==> src/rtl/pll_dyn_ctrl_if.sv <==
// Reconfiguration request port: level request with held fields, one-cycle ack.
interface pll_dyn_ctrl_if;
  logic       req;
  logic [5:0] idsel;
  logic [5:0] fbdsel;
  logic [5:0] odsel;
  logic [3:0] psda;
  logic [3:0] dutyda;
  logic       ack;

  modport master (
    output req, idsel, fbdsel, odsel, psda, dutyda,
    input  ack
  );

  modport slave (
    input  req, idsel, fbdsel, odsel, psda, dutyda,
    output ack
  );
endinterface

==> src/rtl/pll_dyn_ctrl.sv <==
// PLL bring-up / reconfiguration sequencer: reset hold, lock wait with retry,
// lock qualification, lock-loss recovery and a req/ack port for new settings.
module pll_dyn_ctrl #(
  parameter int         RST_HOLD     = 16,
  parameter int         LOCK_TIMEOUT = 4800,
  parameter int         LOCK_STABLE  = 64,
  parameter int         MAX_RETRY    = 3,
  parameter logic [5:0] DEF_IDSEL    = 6'd0,
  parameter logic [5:0] DEF_FBDSEL   = 6'd0,
  parameter logic [5:0] DEF_ODSEL    = 6'd0,
  parameter logic [3:0] DEF_PSDA     = 4'd0,
  parameter logic [3:0] DEF_DUTYDA   = 4'd8
) (
  input  logic             clk,
  input  logic             rst,
  pll_dyn_ctrl_if.slave    cfg,
  input  logic             pll_lock,
  output logic             pll_rst,
  output logic [5:0]       pll_idsel,
  output logic [5:0]       pll_fbdsel,
  output logic [5:0]       pll_odsel,
  output logic [3:0]       pll_psda,
  output logic [3:0]       pll_dutyda,
  output logic             ready,
  output logic             busy,
  output logic             fail,
  output logic             lock_lost,
  output logic [1:0]       retry_cnt
);

  typedef enum logic [2:0] {
    S_RST    = 3'd0,
    S_WAIT   = 3'd1,
    S_STABLE = 3'd2,
    S_RUN    = 3'd3,
    S_FAIL   = 3'd4
  } state_t;

  localparam logic [15:0] RST_LAST     = 16'(RST_HOLD - 1);
  localparam logic [15:0] TIMEOUT_LAST = 16'(LOCK_TIMEOUT - 1);
  localparam logic [15:0] STABLE_CNT   = 16'(LOCK_STABLE);
  localparam logic [2:0]  RETRY_LIMIT  = 3'(MAX_RETRY);

  state_t      state_reg, state_next;
  logic [15:0] cnt_reg, cnt_next;
  logic [1:0]  retry_reg, retry_next;
  logic        lost_reg, lost_next;
  logic        ack_reg, ack_next;
  logic [5:0]  idsel_reg, idsel_next;
  logic [5:0]  fbdsel_reg, fbdsel_next;
  logic [5:0]  odsel_reg, odsel_next;
  logic [3:0]  psda_reg, psda_next;
  logic [3:0]  dutyda_reg, dutyda_next;
  logic        lock_meta_reg, lock_s_reg;
  logic        accept;
  logic [2:0]  retry_inc;

  always_ff @(posedge clk) begin
    if (rst) begin
      state_reg     <= S_RST;
      cnt_reg       <= '0;
      retry_reg     <= '0;
      lost_reg      <= 1'b0;
      ack_reg       <= 1'b0;
      idsel_reg     <= DEF_IDSEL;
      fbdsel_reg    <= DEF_FBDSEL;
      odsel_reg     <= DEF_ODSEL;
      psda_reg      <= DEF_PSDA;
      dutyda_reg    <= DEF_DUTYDA;
      lock_meta_reg <= 1'b0;
      lock_s_reg    <= 1'b0;
    end else begin
      state_reg     <= state_next;
      cnt_reg       <= cnt_next;
      retry_reg     <= retry_next;
      lost_reg      <= lost_next;
      ack_reg       <= ack_next;
      idsel_reg     <= idsel_next;
      fbdsel_reg    <= fbdsel_next;
      odsel_reg     <= odsel_next;
      psda_reg      <= psda_next;
      dutyda_reg    <= dutyda_next;
      lock_meta_reg <= pll_lock;
      lock_s_reg    <= lock_meta_reg;
    end
  end

  assign accept    = cfg.req && ((state_reg == S_RUN) || (state_reg == S_FAIL));
  assign retry_inc = {1'b0, retry_reg} + 3'd1;

  always_comb begin
    state_next  = state_reg;
    cnt_next    = cnt_reg;
    retry_next  = retry_reg;
    lost_next   = lost_reg;
    ack_next    = 1'b0;
    idsel_next  = idsel_reg;
    fbdsel_next = fbdsel_reg;
    odsel_next  = odsel_reg;
    psda_next   = psda_reg;
    dutyda_next = dutyda_reg;

    case (state_reg)
      S_RST: begin
        if (cnt_reg == RST_LAST) begin
          state_next = S_WAIT;
          cnt_next   = '0;
        end else begin
          cnt_next = cnt_reg + 16'd1;
        end
      end
      S_WAIT: begin
        if (lock_s_reg) begin
          state_next = S_STABLE;
          cnt_next   = '0;
        end else if (cnt_reg == TIMEOUT_LAST) begin
          retry_next = retry_inc[1:0];
          cnt_next   = '0;
          state_next = (retry_inc < RETRY_LIMIT) ? S_RST : S_FAIL;
        end else begin
          cnt_next = cnt_reg + 16'd1;
        end
      end
      S_STABLE: begin
        // A single low sample restarts qualification without costing a retry.
        if (!lock_s_reg) begin
          state_next = S_WAIT;
          cnt_next   = '0;
        end else if ((cnt_reg + 16'd1) == STABLE_CNT) begin
          state_next = S_RUN;
          cnt_next   = '0;
        end else begin
          cnt_next = cnt_reg + 16'd1;
        end
      end
      S_RUN: begin
        if (!lock_s_reg) begin
          state_next = S_RST;
          cnt_next   = '0;
          retry_next = '0;
          lost_next  = 1'b1;
        end
      end
      S_FAIL: begin
        state_next = S_FAIL;
      end
      default: begin
        state_next = S_RST;
        cnt_next   = '0;
      end
    endcase

    // An accepted request overrides a simultaneous lock drop in RUN.
    if (accept) begin
      state_next  = S_RST;
      cnt_next    = '0;
      retry_next  = '0;
      lost_next   = 1'b0;
      ack_next    = 1'b1;
      idsel_next  = cfg.idsel;
      fbdsel_next = cfg.fbdsel;
      odsel_next  = cfg.odsel;
      psda_next   = cfg.psda;
      dutyda_next = cfg.dutyda;
    end
  end

  assign cfg.ack    = ack_reg;
  assign pll_rst    = (state_reg == S_RST) || (state_reg == S_FAIL);
  assign ready      = (state_reg == S_RUN);
  assign busy       = (state_reg == S_RST) || (state_reg == S_WAIT) || (state_reg == S_STABLE);
  assign fail       = (state_reg == S_FAIL);
  assign lock_lost  = lost_reg;
  assign retry_cnt  = retry_reg;
  assign pll_idsel  = idsel_reg;
  assign pll_fbdsel = fbdsel_reg;
  assign pll_odsel  = odsel_reg;
  assign pll_psda   = psda_reg;
  assign pll_dutyda = dutyda_reg;

endmodule

==> src/flat_wrapper.sv <==
// flat-port wrapper written by rule: the top's interface ports become plain ports
module pll_dyn_ctrl_flat 
#(
  parameter int         RST_HOLD     = 16,
  parameter int         LOCK_TIMEOUT = 4800,
  parameter int         LOCK_STABLE  = 64,
  parameter int         MAX_RETRY    = 3,
  parameter logic [5:0] DEF_IDSEL    = 6'd0,
  parameter logic [5:0] DEF_FBDSEL   = 6'd0,
  parameter logic [5:0] DEF_ODSEL    = 6'd0,
  parameter logic [3:0] DEF_PSDA     = 4'd0,
  parameter logic [3:0] DEF_DUTYDA   = 4'd8
)
  (clk, rst, pll_lock, pll_rst, pll_idsel, pll_fbdsel, pll_odsel, pll_psda, pll_dutyda, ready, busy, fail, lock_lost, retry_cnt, cfg_req, cfg_idsel, cfg_fbdsel, cfg_odsel, cfg_psda, cfg_dutyda, cfg_ack);
  pll_dyn_ctrl_if cfg_i ();
  input  logic clk;
  input  logic rst;
  input  logic pll_lock;
  output logic pll_rst;
  output logic [5:0] pll_idsel;
  output logic [5:0] pll_fbdsel;
  output logic [5:0] pll_odsel;
  output logic [3:0] pll_psda;
  output logic [3:0] pll_dutyda;
  output logic ready;
  output logic busy;
  output logic fail;
  output logic lock_lost;
  output logic [1:0] retry_cnt;
  input wire logic [$bits(cfg_i.req)-1:0] cfg_req;
  input wire logic [$bits(cfg_i.idsel)-1:0] cfg_idsel;
  input wire logic [$bits(cfg_i.fbdsel)-1:0] cfg_fbdsel;
  input wire logic [$bits(cfg_i.odsel)-1:0] cfg_odsel;
  input wire logic [$bits(cfg_i.psda)-1:0] cfg_psda;
  input wire logic [$bits(cfg_i.dutyda)-1:0] cfg_dutyda;
  output wire logic [$bits(cfg_i.ack)-1:0] cfg_ack;
  assign cfg_i.req = cfg_req;
  assign cfg_i.idsel = cfg_idsel;
  assign cfg_i.fbdsel = cfg_fbdsel;
  assign cfg_i.odsel = cfg_odsel;
  assign cfg_i.psda = cfg_psda;
  assign cfg_i.dutyda = cfg_dutyda;
  assign cfg_ack = cfg_i.ack;
  pll_dyn_ctrl #(.RST_HOLD(RST_HOLD), .LOCK_TIMEOUT(LOCK_TIMEOUT), .LOCK_STABLE(LOCK_STABLE), .MAX_RETRY(MAX_RETRY), .DEF_IDSEL(DEF_IDSEL), .DEF_FBDSEL(DEF_FBDSEL), .DEF_ODSEL(DEF_ODSEL), .DEF_PSDA(DEF_PSDA), .DEF_DUTYDA(DEF_DUTYDA)) u_core (.clk(clk), .rst(rst), .cfg(cfg_i), .pll_lock(pll_lock), .pll_rst(pll_rst), .pll_idsel(pll_idsel), .pll_fbdsel(pll_fbdsel), .pll_odsel(pll_odsel), .pll_psda(pll_psda), .pll_dutyda(pll_dutyda), .ready(ready), .busy(busy), .fail(fail), .lock_lost(lock_lost), .retry_cnt(retry_cnt));
endmodule
==> config.mk <==
export PLATFORM = sky130hd
export DESIGN_NAME = pll_dyn_ctrl_flat
export DESIGN_NICKNAME = d
export VERILOG_FILES = /design/src/rtl/pll_dyn_ctrl_if.sv /design/src/rtl/pll_dyn_ctrl.sv /design/src/flat_wrapper.sv
export SDC_FILE = /design/constraint.sdc
export NUM_CORES = 1
export LEC_CHECK = 0
export ABC_AREA = 1
export CAP_MARGIN = 20
export CELL_PAD_IN_SITES_DETAIL_PLACEMENT = 1
export CELL_PAD_IN_SITES_GLOBAL_PLACEMENT = 1
export CORE_MARGIN = 2
export CORE_UTILIZATION = 34
export DETAILED_ROUTE_END_ITERATION = 8
export HOLD_SLACK_MARGIN = 0.1
export PLACE_DENSITY_LB_ADDON = 0.1
export SLEW_MARGIN = 20
export SYNTH_ARGS = -nofsm -noshare
export SYNTH_HDL_FRONTEND = slang
export SYNTH_SLANG_ARGS = --single-unit
==> constraint.sdc <==
create_clock -name clk -period 2.25 [get_ports clk]
set_input_delay 0.225 -clock clk [delete_from_list [all_inputs] [get_ports clk]]
set_output_delay 0.225 -clock clk [all_outputs]
set_load 0.02 [all_outputs]
== Word level (Yosys, flattened, before mapping) ==
Index checks and enable logic that the tools add are counted.

* Register bits after elaboration: 51
* Input bits: 30
* Output and inout bits: 34
* Word-level logic and storage cells: 62

* $add $sub $neg: 2
* Order comparisons: 1
* Equal/unequal tests: 13
* Mux-type cells: 20
* Bitwise gates (word level): 2
* Reductions and logical operators: 12

{| class="wikitable"
|+ Operators with widths
! cell !! count
|-
| two-way mux 16 bit || 6
|-
| case mux 16 bit (5 select lines) || 1
|-
| two-way mux 3 bit || 7
|-
| adder 16 x 1 -> 16 bit (second input constant) || 1
|-
| equality test 16 x 13 -> 1 bit (second input constant) || 1
|-
| equality test 16 x 4 -> 1 bit (second input constant) || 1
|-
| equality test 16 x 7 -> 1 bit (second input constant) || 1
|-
| case mux 3 bit (5 select lines) || 1
|-
| AND reduction 4 bit || 2
|-
| equality test 3 x 2 -> 1 bit (second input constant) || 2
|-
| two-way mux 2 bit || 3
|-
| logical OR 1 bit || 4
|-
| inequality test 2 x 1 -> 1 bit (second input constant) || 2
|-
| inequality test 2 bit (second input constant) || 2
|-
| case mux 2 bit (2 select lines) || 1
|-
| AND reduction 2 bit || 2
|-
| adder 2 x 1 -> 3 bit (second input constant) || 1
|-
| equality test 3 x 1 -> 1 bit (second input constant) || 1
|-
| equality test 3 bit (second input constant) || 1
|-
| zero test 3 bit || 1
|-
| < comparator 3 x 2 -> 1 bit (second input constant) || 1
|-
| inequality test 3 x 1 -> 1 bit (second input constant) || 1
|-
| inequality test 3 bit (second input constant) || 1
|-
| inverter 1 bit || 2
|-
| other kinds (4) || 4
|}

== Depth between registers and ports, before layout ==
* Depth after elaboration: 6
* Depth in mapped cells: 14
* Mapped depth without buffers: 14

== Worst setup path after synthesis ==
OpenSTA, ideal clock, no wires.

* Path kind: register to register
* From: register u_core.cnt_reg[0]
* To: register u_core.cnt_reg[0]
* Library setup time: 0.112 ns
* Data arrival time: 1.790 ns
* Data required time: 2.138 ns
* Path slack: 0.348 ns
* Cell stages (with the launch flop): 14
* Buffers on the path: 1
* Clock period less this slack: 1.902 ns
* Cell sequence: dfxtp_1 -> ha_1 -> nand3_2 -> nor2_4 -> nand3_1 -> nand2_1 -> nand2_1 -> nor2_1 -> nand2_1 -> o21bai_4 -> nand2_4 -> buf_6 -> o21ai_2 -> inv_1

* Word-level cells in the longest chain between the ends: 5
* Elaborated cells between the ends (all ways): 10
* Those cells by class: add/sub (1); eq/ne (3); mux (6)

{| class="wikitable"
|+ RTL lines
! element !! RTL line !! RTL
|-
| start, declared || pll_dyn_ctrl.sv:45 || <nowiki>logic [15:0] cnt_reg, cnt_next;</nowiki>
|-
| start signal, assigned || pll_dyn_ctrl.sv:74 || <nowiki>cnt_reg <= cnt_next;</nowiki>
|-
| adder 16 x 1 -> 16 bit || - ||
|-
| equality test 16 x 7 -> 1 bit || pll_dyn_ctrl.sv:129 || <nowiki>end else if ((cnt_reg + 16'd1) == STABLE_CNT) begin</nowiki>
|-
| two-way mux 16 bit || pll_dyn_ctrl.sv:129 ||
|-
| two-way mux 16 bit || pll_dyn_ctrl.sv:126 || <nowiki>if (!lock_s_reg) begin</nowiki>
|-
| case mux 16 bit (5 select lines) * || pll_dyn_ctrl.sv:103 || <nowiki>case (state_reg)</nowiki>
|}

Every way passes the cells marked *; elsewhere a longest branch is shown, timed or not.
A chain may end at the register's enable or synchronous reset.

== Final worst setup path ==
* From: register u_core.cnt_reg[1]
* To: register u_core.state_reg[1]

* Word-level cells in the longest chain between the ends: 4
* Elaborated cells between the ends (all ways): 8
* Those cells by class: add/sub (1); eq/ne (6); reduce/logical (1)

{| class="wikitable"
|+ RTL lines
! element !! RTL line !! RTL
|-
| adder 16 x 1 -> 16 bit || pll_dyn_ctrl.sv:129 ||
|-
| equality test 16 x 7 -> 1 bit || pll_dyn_ctrl.sv:129 ||
|-
| inequality test 3 bit (no source line) || - ||
|-
| AND reduction 4 bit (no source line) * || - ||
|-
| end signal, assigned || pll_dyn_ctrl.sv:73 || <nowiki>state_reg <= state_next;</nowiki>
|-
| end, declared || pll_dyn_ctrl.sv:44 || <nowiki>state_t state_reg, state_next;</nowiki>
|}

Marks and branches as above.

==> impl_metrics.json <==
{
  "p_per_area_nw_per_um2": 676.2,
  "pin_count": 64,
  "drc": 0,
  "dieArea_um2": 7577,
  "netlist.area_leader.share": 0.4354,
  "antenna_cells": 0,
  "clock_path_buffers": 2,
  "grt_max_degree": 34,
  "final_max_slew_viol_count": 0,
  "power_frac_comb": 0.242,
  "synth.distinct_cells": 27,
  "reg2reg_slack_ps": 190,
  "swShare": 0.3123,
  "endpoint": "u_core.state_reg[1]$_SDFFE_PP0P_",
  "grt_pass1_wl_um": 11360,
  "synth.area.top_cells": "dfxtp_1 (44%), nand2_1 (14%), a22o_1 (9.3%)",
  "postSynthCellCount": 315,
  "gr-total-overflow": 0,
  "pre_cts_slack_ps": -20.87,
  "dp.cells": 455,
  "r2r-end": "u_core.state_reg[1]$_SDFFE_PP0P_",
  "drtIter0Drc": 91,
  "multi_input_area_um2": 1187,
  "leakagePower_uw": 0.001384,
  "final_cells": 469,
  "vias_per_cell": 4.994,
  "min_period_ps": 2063,
  "hold_viol": 0,
  "power_frac_seq": 0.460,
  "startpoint_type": "register",
  "wl_per_cell_um": 14.44,
  "rr_startpoint": "u_core.cnt_reg[1]$_SDFFE_PP0P_",
  "core_area_um2": 6719,
  "synth_largest_area_cell": "dfxtp_1",
  "ys_ff_latch": 51,
  "drive_gt1_frac": 0.1208,
  "die_h_um": 87.05,
  "gp_congestion": 0.8252,
  "dp_hpwl_um": 4901,
  "ff_latch_area_um2": 1035,
  "num_rows": 30,
  "n_fill_cell": 852,
  "clk_pin_slew_ps": 100,
  "startpoint": "u_core.cnt_reg[1]$_SDFFE_PP0P_",
  "seq_area_frac_synth": 0.4354,
  "fp.dieW_um": 87.05,
  "r2r_cells": 12,
  "rsz0062_at_grt": "no",
  "largest_reg_flops": 16,
  "synthToLayoutAreaGrowth_pct": 40.77,
  "syn_area_um2": 2345,
  "power_switching_uw": 697.2,
  "grt_pass1_vias": 2344,
  "fmaxAchievable_mhz": 484.8,
  "initial_core_util": 0.3490,
  "utilization": 0.4912,
  "clockPowerShare": 0.298,
  "slew_headroom": 0.7483,
  "via_count": 2342,
  "routed_wl_um": 6771,
  "antenna_found_initial": 0,
  "worstSetupEndpointType": "register",
  "ant_nets": 0,
  "cts_root_buffer": "clkbuf_8",
  "cap_violations": 0,
  "cts_tree": "yes",
  "final_nets": 421,
  "syn_avg_cell_area_um2": 7.444,
  "port_buffers": 63,
  "critPathKind": "reg -> reg",
  "cts.sinks": 51,
  "critPathArrivalTime_ps": 2280,
  "worstHoldPathType": "reg -> reg",
  "syn_nets": 348,
  "tightest_slew_ps": 377.5,
  "fin_ws_ps": 187.3,
  "status": "finished, final reports clean",
  "irDropWorstVdd_mv": 0.3139,
  "setup_tns_ps": 0,
  "yosys_warnings": 0,
  "worstSkewPairLatency_ps": 310,
  "setup_violations": 0,
  "drt_pre_antenna_iters": 4,
  "skew_ps": 6.427,
  "final.period_utilization": 0.9168,
  "cts_buffers": 5,
  "cp_data_required_time_ps": 2460,
  "cts_htree_levels": 2,
  "p_int_uw": 1535,
  "worstPathMaxFanout": 4,
  "track_usage": 0.1876
}
## timing repair
| item | 4_1_cts | 5_1_grt |
|---|---|---|
| cloned | 0 | 1 |
| pin swaps | 1 | 6 |
| buffers inserted | 2 | 3 |
| gates resized for setup | 0 | 21 |
| hold buffers | 0 | 0 |
| endpoints found under the setup margin | 7 | 19 |
## metal layers
| layer | vias to the layer above | global-route usage | wire (µm) |
|---|---|---|---|
| met4 | 0 | 0.04261 | 51 |
| met2 | 52 | 0.3033 | 3262 |
| met3 | 5 | 0.03791 | 277 |
| li1 | 1179 | - | - |
| met5 | - | 0 | 0 |
| met1 | 1106 | 0.2579 | 3179 |
## power by group through the flow
stage	combinational (µW)	sequential [µW]	clock [µW]
3_5_place_dp	466	1030	0
5_1_grt	604	1030	727
2_1_floorplan	277	1050	0
3_3_place_gp	457	1030	0
4_1_cts	470	1010	689
6_report	541	1030	664
## critical path: stages, from the launching register on
cell and delay, ps:
dfxtp_4 370, ha_4 170, buf_4 130, nand4_1 130
nand3_1 90, nor2_1 110, nand2_1 60, nor2_1 160
nand2_1 110, o21bai_4 270, nand3_2 150, o21ai_1 160
inv_1 50
## logic make-up (layout without fill, tap and decap cells)
| group | Yosys count | count (layout) | share of synthesized area |
|---|---|---|---|
| AOI/OAI and AO/OA | 55 | 55 | 0.1681 |
| adders and majority gates | 3 | 3 | 0.01601 |
| buffers and inverters | 49 | 122 | 0.08431 |
| DFF | 51 | 51 | 0.4354 |
| and+or+nand+nor | 157 | 158 | 0.2962 |
## worst min path at each step
stage	slack [ps]	cells past startpoint	to	startpoint
after global routing	440	3	u_core.lock_meta_reg$_SDFF_PP0_	pll_lock
final	410	2	u_core.lock_s_reg$_SDFF_PP0_	u_core.lock_meta_reg$_SDFF_PP0_
after CTS	420	3	u_core.lock_meta_reg$_SDFF_PP0_	pll_lock
after global placement	400	2	u_core.lock_s_reg$_SDFF_PP0_	u_core.lock_meta_reg$_SDFF_PP0_
after detailed placement	410	2	u_core.lock_s_reg$_SDFF_PP0_	u_core.lock_meta_reg$_SDFF_PP0_
after floorplan	300	1	u_core.lock_meta_reg$_SDFF_PP0_	rst
## synthesized netlist by cell type
library cell and n:
clkbuf_1 2, buf_2 5, nand3_1 18, nor3b_2 1
nand4_1 7, o21ai_2 1, nor2_4 1, ha_1 3
a22o_1 25, nand2_2 2, o21bai_1 1, nor3_1 2
nor2_1 26, a21oi_1 17, o21ai_1 3, o21ai_0 5
dfxtp_1 51, nor3_2 1, o211ai_1 2, nand2_1 90
nor2_2 5, buf_6 1, or2_1 1, inv_1 41
o21bai_4 1, nand3_2 2, nand2_4 1
## per-stage QoR
| step | total power, µW | hold slack [ps] | cell area [µm²] |
|---|---|---|---|
| after CTS | 2172 | 417.5 | 3199 |
| final | 2232 | 413.6 | 3301 |
| after global placement | 1488 | 395.1 | 3069 |
| after global routing | 2365 | 438.9 | 3301 |
| after detailed placement | 1500 | 405.4 | 3069 |
| after floorplan | 1323 | 296.2 | 2345 |
## cells in the final DEF (no fill, tap or decap), types with 4 or more instances in the layout
cell              n
nand2_1          88
clkdlybuf4s50_1  63
dfxtp_1          44
inv_1            41
nor2_1           25
a22o_1           25
nand3_1          17
a21oi_1          16
buf_4             9
nand4_1           7
nor2_2            5
clkbuf_8          5
dfxtp_2           5
o21ai_1           4
nand2_2           4
o21ai_0           4
## cell type report
class / instances / area share
multi-input combinational: 216 / 0.3597
clock inverter: 3 / 0.01403
sequential: 51 / 0.3135
inverter: 41 / 0.04663
timing repair buffer: 73 / 0.2149
tap: 80 / 0.03033
clock buffer: 5 / 0.02085
Power figures use the tool's default switching activity.
